## src/rtl/cache_arbiter.sv

```systemverilog
// Arbitrates the I-cache and D-cache miss paths onto one physical-memory line port.
// Define ARBITER_ROUND_ROBIN_EN for alternating tie-breaks; otherwise the D-cache has fixed priority.
module cache_arbiter #(
  parameter int LINE_WIDTH = 256,
  parameter int ADDR_WIDTH = 32
) (
  input  logic                  clk,
  input  logic                  rst,

  input  logic                  icache_pmem_read,
  input  logic [ADDR_WIDTH-1:0] icache_pmem_address,
  output logic [LINE_WIDTH-1:0] icache_pmem_rdata,
  output logic                  icache_pmem_resp,

  input  logic                  dcache_pmem_read,
  input  logic                  dcache_pmem_write,
  input  logic [ADDR_WIDTH-1:0] dcache_pmem_address,
  input  logic [LINE_WIDTH-1:0] dcache_pmem_wdata,
  output logic [LINE_WIDTH-1:0] dcache_pmem_rdata,
  output logic                  dcache_pmem_resp,

  output logic                  pmem_read,
  output logic                  pmem_write,
  output logic [ADDR_WIDTH-1:0] pmem_address,
  output logic [LINE_WIDTH-1:0] pmem_wdata,
  input  logic [LINE_WIDTH-1:0] pmem_rdata,
  input  logic                  pmem_resp
);

  localparam logic [1:0] IDLE    = 2'd0;
  localparam logic [1:0] SERVE_I = 2'd1;
  localparam logic [1:0] SERVE_D = 2'd2;

  logic [1:0] state;
  logic [1:0] state_next;
  logic       i_req;
  logic       d_req;
  logic       grant_d;

  assign i_req = icache_pmem_read;
  assign d_req = dcache_pmem_read | dcache_pmem_write;

`ifdef ARBITER_ROUND_ROBIN_EN
  logic last_grant_d;

  // A tie goes to whoever was not granted last; a lone request always wins.
  assign grant_d = d_req & (~i_req | ~last_grant_d);

  always_ff @(posedge clk) begin
    if (!rst) begin
      last_grant_d <= 1'b0;
    end else if (state == IDLE && (i_req || d_req)) begin
      last_grant_d <= grant_d;
    end
  end
`else
  assign grant_d = d_req;
`endif

  always_comb begin
    state_next = state;
    case (state)
      IDLE: begin
        if (i_req || d_req) state_next = grant_d ? SERVE_D : SERVE_I;
      end
      SERVE_I, SERVE_D: begin
        if (pmem_resp) state_next = IDLE;
      end
      default: state_next = IDLE;
    endcase
  end

  // NOTE: sequential state uses non-blocking assignments so every flop samples pre-edge values.
  always_ff @(posedge clk) begin
    if (!rst) begin
      state <= IDLE;
    end else begin
      state <= state_next;
    end
  end

  // NOTE: every output gets a default first, so no path through the case can infer a latch.
  always_comb begin
    pmem_read         = 1'b0;
    pmem_write        = 1'b0;
    pmem_address      = '0;
    pmem_wdata        = '0;
    icache_pmem_resp  = 1'b0;
    dcache_pmem_resp  = 1'b0;
    icache_pmem_rdata = '0;
    dcache_pmem_rdata = '0;
    case (state)
      SERVE_I: begin
        pmem_read         = 1'b1;
        pmem_address      = icache_pmem_address;
        icache_pmem_resp  = pmem_resp;
        icache_pmem_rdata = pmem_rdata;
        dcache_pmem_rdata = pmem_rdata;
      end
      SERVE_D: begin
        // Write wins if a misbehaving D-cache raises both strobes.
        pmem_read         = dcache_pmem_read & ~dcache_pmem_write;
        pmem_write        = dcache_pmem_write;
        pmem_address      = dcache_pmem_address;
        pmem_wdata        = dcache_pmem_wdata;
        dcache_pmem_resp  = pmem_resp;
        icache_pmem_rdata = pmem_rdata;
        dcache_pmem_rdata = pmem_rdata;
      end
      default: ;
    endcase
  end

`ifndef SYNTHESIS
  always @(posedge clk) begin
    if (rst) begin
      assert (!(dcache_pmem_read && dcache_pmem_write));
      assert (!(state == SERVE_I && !i_req));
      assert (!(state == SERVE_D && !d_req));
    end
  end
`endif

endmodule

```

## config.mk

```make
export PLATFORM = sky130hd
export DESIGN_NAME = cache_arbiter
export DESIGN_NICKNAME = d
export VERILOG_FILES = /design/src/rtl/cache_arbiter.sv
export SDC_FILE = /design/constraint.sdc
export NUM_CORES = 1
export LEC_CHECK = 0
export CAP_MARGIN = 5
export CORE_AREA = 2 2 538 540
export DETAILED_ROUTE_END_ITERATION = 12
export DIE_AREA = 0 0 540 542
export GPL_TIMING_DRIVEN = 0
export SLEW_MARGIN = 20
export SYNTH_ARGS = -nofsm -noshare
export SYNTH_HDL_FRONTEND = slang
export SYNTH_SLANG_ARGS = --single-unit
```

## constraint.sdc

```tcl
create_clock -name clk -period 2.45 [get_ports clk]
set_input_delay 0.6125 -clock clk [delete_from_list [all_inputs] [get_ports clk]]
set_output_delay 0.6125 -clock clk [all_outputs]
set_load 0.02 [all_outputs]
```

# After elaboration in Yosys (flattened, before gate mapping)
# Index checks and enable logic that the tools add are counted.
[totals] input_bits=582 word_cells=23 ff_bits=2 output_inout_bits=804
[op_classes] mux=11 bitwise_logic=3 eq_ne=4 reduce_logical=4
[ops] op="256-bit 2-to-1 mux" n=2
[ops] op="32-bit case mux with 2 select lines" n=1
[ops] op="2-bit 2-to-1 mux" n=3
[ops] op="2-bit case mux with 2 select lines" n=1
[ops] op="1-bit 2-to-1 mux" n=3
[ops] op="2-bit by 1-bit equality test with 1-bit output, second input constant" n=1
[ops] op="2-bit equality test, second input constant" n=1
[ops] op="2-bit zero test" n=1
[ops] op="2-bit by 1-bit != test with 1-bit output, second input constant" n=1
[ops] op="2-bit != test, second input constant" n=1
[ops] op="1-bit case mux with 2 select lines" n=1
[ops] op="2-bit AND reduction" n=1
[ops] op="2-bit OR reduction" n=1
[ops] op="1-bit bitwise AND" n=1
[ops] op="1-bit logical OR" n=1
[ops] op="1-bit inverter" n=1
[ops] op="1-bit bitwise OR" n=1

# Logic depth before layout (Yosys ltp)
[logic_depth] ltp_word=4 mapped_depth=7 ltp_nobuf=5

# Worst setup path before layout
# OpenSTA, ideal clock, no wires.
[synth_path] kind="register to output" from="register state[1]" to="output icache_pmem_rdata[76]" required_time_ps=1837 n_path_buf=4 path_stages_with_launch=8 path_slack_ps=325 arrival_time_ps=1512 path_cell_list="dfxtp_1 -> inv_1 -> ha_1 -> buf_6 -> buf_6 -> clkbuf_2 -> and2_1 -> buf_4"
[synth_between] elab_chain_len=3 elab_cells_between_ends=4 cone_classes="eq/ne (2); mux (1); reduce/logical (1)"
[synth_lines] element="from (decl)" line_no="34" source="logic [1:0] state;"
[synth_lines] element="from (signal assigned)" line_no="78" source="state <= state_next;"
[synth_lines] element="2-bit equality test or 2-bit by 1-bit equality test with 1-bit output (tied branches)"
[synth_lines] element="2-bit OR reduction (no source line) (*)"
[synth_lines] element="256-bit 2-to-1 mux (*)"
[synth_lines] element="to (decl)" line_no="12" source="output logic [LINE_WIDTH-1:0] icache_pmem_rdata,"
# Mark *: on every way between the ends. The rest lies on a longest branch, timed or not.

# Final worst setup path
[layout_path] from="register state[1]" to="output icache_pmem_rdata[169]"
[layout_between] elab_chain_len=3 elab_cells_between_ends=4 cone_classes="eq/ne (2); mux (1); reduce/logical (1)"
[layout_lines] element="2-bit equality test or 2-bit by 1-bit equality test with 1-bit output (tied branches)" line_no="92" source="case (state)"
[layout_lines] element="2-bit OR reduction (no source line) (*)"
[layout_lines] element="256-bit 2-to-1 mux (*)" line_no="92"
# Marked as above.

==> flow_summary.json <==
{
  "grt.total_usage_pct": 16.3,
  "cts.clk_slew.worst_paths_ns": 0.03,
  "portBuffers": 1385,
  "synth_cell_type_count": 19,
  "drtPass1Iterations": 5,
  "critPathTopFamily": "buffers and inverters",
  "finalWeightedCongestion": 1.05,
  "crit_fanout": 6,
  "rsz0062_at_grt": "true",
  "start_util_pct": 2.14,
  "critPathMostFrequentCell": "buf_12",
  "fp.dieW_um": 540,
  "ir_drop_v": 0.000373,
  "drv_cap": 0,
  "cp_slowest_cell": "dfxtp_4",
  "power_density_mw_per_mm2": 698,
  "cts_made_buffers": 3,
  "synth_area_mm2": 0.00613,
  "met3_usage_pct": 11.7,
  "arrival_ns": 2.16,
  "slew_violations": 0,
  "setup_viol": 558,
  "worstRegToRegCells": 10,
  "reg.largest.list": "state (2)",
  "grt_max_degree": 11,
  "clockBufferDepth": 2,
  "syn_avg_cell_area_um2": 6.65,
  "antenna_found_initial": 246,
  "synth-seq-cells": 2,
  "area_growth_pct": 415,
  "tns_ns": -58.57,
  "synth.top_cells.by_count": "515 x and2_1, 257 x buf_4, 32 x a22oi_1, 32 x nor2b_1, 31 x buf_2",
  "synth.most_common_cell": "and2_1",
  "cts_tree": "yes",
  "min_period_ns": 2.77,
  "dieArea_mm2": 0.293,
  "violations": "setup timing",
  "finalWorstSetupSlack_ns": -0.325,
  "endpoint_kind": "primary output",
  "path_class": "flop to primary output",
  "grt_pass1_vias": 13622,
  "reg2reg_slack_ns": 0.52,
  "synth_cells": 922,
  "worstHoldStart": "state[0]",
  "cp.required_ns": 1.84,
  "r2r-end": "state[0]",
  "postLayoutCellArea_mm2": 0.0315,
  "ios": 1386,
  "power_w": 0.0220,
  "grt_pass1_wl_um": 277000,
  "largest_reg_flops": 2,
  "vias": 14184,
  "status": "finished, violations left",
  "dpl.hpwl_um": 234000,
  "top_register": "state",
  "yosysSeqAreaShare_pct": 0.653,
  "synthesis.nets": 1508,
  "hold_violations": 0,
  "max_slew.worst_pin.slew_ns": 0.696,
  "hold_buffers": 0,
  "ys_warn_count": 0,
  "cts_root_buf": "clkbuf_16",
  "critPathLaunchType": "flop",
  "route.detailed.drc": 0,
  "hold_path_depth": 3,
  "core_area_mm2": 0.287,
  "chipHeight_um": 542,
  "crit_chain": "inv_4 > ha_4 > buf_12 > buf_12 > buf_16 > buf_12 > buf_12 > buf_6 > and2_4 > buf_6 > buf_8",
  "clock-sinks": 2,
  "std_cell_rows": 197,
  "postRouteAntennaNets": 0,
  "drive_gt1_share_pct": 69.8,
  "slew_headroom_pct": 53.8,
  "synth_top_area_share_pct": 52.6,
  "yosys.area.top_type": "and2_1",
  "met2_usage_pct": 25.0,
  "yosys-top-cells-area": "and2_1 53%, buf_4 31%, a22oi_1 3.9%, nor2b_1 3.3%, buf_2 2.5%",
  "min_to": "state[0]",
  "min_period_over_period_pct": 113,
  "routed_wl_um": 251000,
  "htreeDepth": 1,
  "final_cells": 6318,
  "dpl_cell_area_mm2": 0.0247,
  "synth-edff-count": 0,
  "skew_ns": 0.000351,
  "leakage_nw": 13.1,
  "hold_path.class": "flop to flop",
  "nets": 3061,
  "wire_per_inst_um": 39.8,
  "use_met1_pct": 17.3,
  "synth_ff_type": "dfxtp_1",
  "n_fill_cell": 33003,
  "crit_buf_inv": 9,
  "clk_latency_ns": 0.22,
  "r2r-start": "state[1]",
  "gr-total-overflow": 0,
  "async_flop_share_pct": 0,
  "first_iter_violations": 685,
  "dpl.cell_count": 6089,
  "cp_slowest_stage_delay_ns": 0.36,
  "top_usage_layer": "met2",
  "max_freq_ghz": 0.360,
  "via_per_inst": 2.25
}
-- how the worst max path moves through the flow --
stage                                        end      from  depth (start not counted)
after detailed placement         pmem_wdata[123]  state[0]                          6
final                     icache_pmem_rdata[169]  state[1]                         11
after CTS                 icache_pmem_rdata[169]  state[0]                         12
after global placement           pmem_wdata[123]  state[0]                          6
after global routing      icache_pmem_rdata[169]  state[0]                         11
after floorplan            icache_pmem_rdata[76]  state[1]                          7
-- cells by family (layout without fill, tap and decap cells) --
group	count (synthesis)	after routing	share of synthesized area, %
simple gates	553	553	56.5
buf+inv	326	1877	37.6
compound gates	37	37	4.43
fa+ha+maj	4	4	0.817
flops	2	2	0.653
other cells	0	64	0
-- tightest hold or removal path, delay by kind of cell, from the launching register on --
family	cells	cell delay [ns]
flops	1	0.34
simple gates	1	0.16
compound gates	1	0.06
buf+inv	1	0.05
-- cell usage in the layout (no fill, tap or decap), types with 25 or more instances in the layout --
cell,count
and2_4,425
buf_6,521
buf_2,94
and2_1,88
nor2b_1,25
clkbuf_16,26
buf_12,215
buf_8,127
clkbuf_2,42
buf_4,209
diode_2,64
clkdlybuf4s50_1,579
-- per-layer routing --
layer  up-vias  share of wire, %
li1       5730                 -
met3       555                16
met2      1397                43
met1      6368                36
met5         -              0.37
met4       134               4.7
-- layout make-up --
type	count	area (um^2)	area share (%)
diodes	64	160	0.508
plain buffers	285	3050	9.66
clock buffers	3	75.1	0.238
inverters	3	16.3	0.0516
multi-input cells	594	4990	15.8
flip-flops and latches	2	45.0	0.143
well taps	3781	4730	15.0
repair buffers	1586	18500	58.6
-- power by group --
part | switching, W | total, W | leakage (nW) | internal, W
registers | 0.00000732 | 0.0000479 | 0.0175 | 0.0000406
logic | 0.0112 | 0.0217 | 13.0 | 0.0105
clock network | 0.0000387 | 0.000246 | 0.0374 | 0.000208
-- what timing repair did --
item / CTS / global route
resized for setup: 4866 / 1419
buffers inserted: 114 / 66
endpoints found under the setup margin: 804 / 668
pin swaps: 45 / 34
cloned: 22 / 23
-- metrics by stage --
stage	setup WS [ns]	hold WS [ns]	util, %
6_report	-0.325	0.648	11.0
5_1_grt	-0.359	0.666	11.0
4_1_cts	-0.499	0.651	9.96
3_5_place_dp	-1.44	0.519	8.63
3_3_place_gp	-1.89	0.503	8.62
2_1_floorplan	0.325	0.481	-
Power figures use the tool's default switching activity.
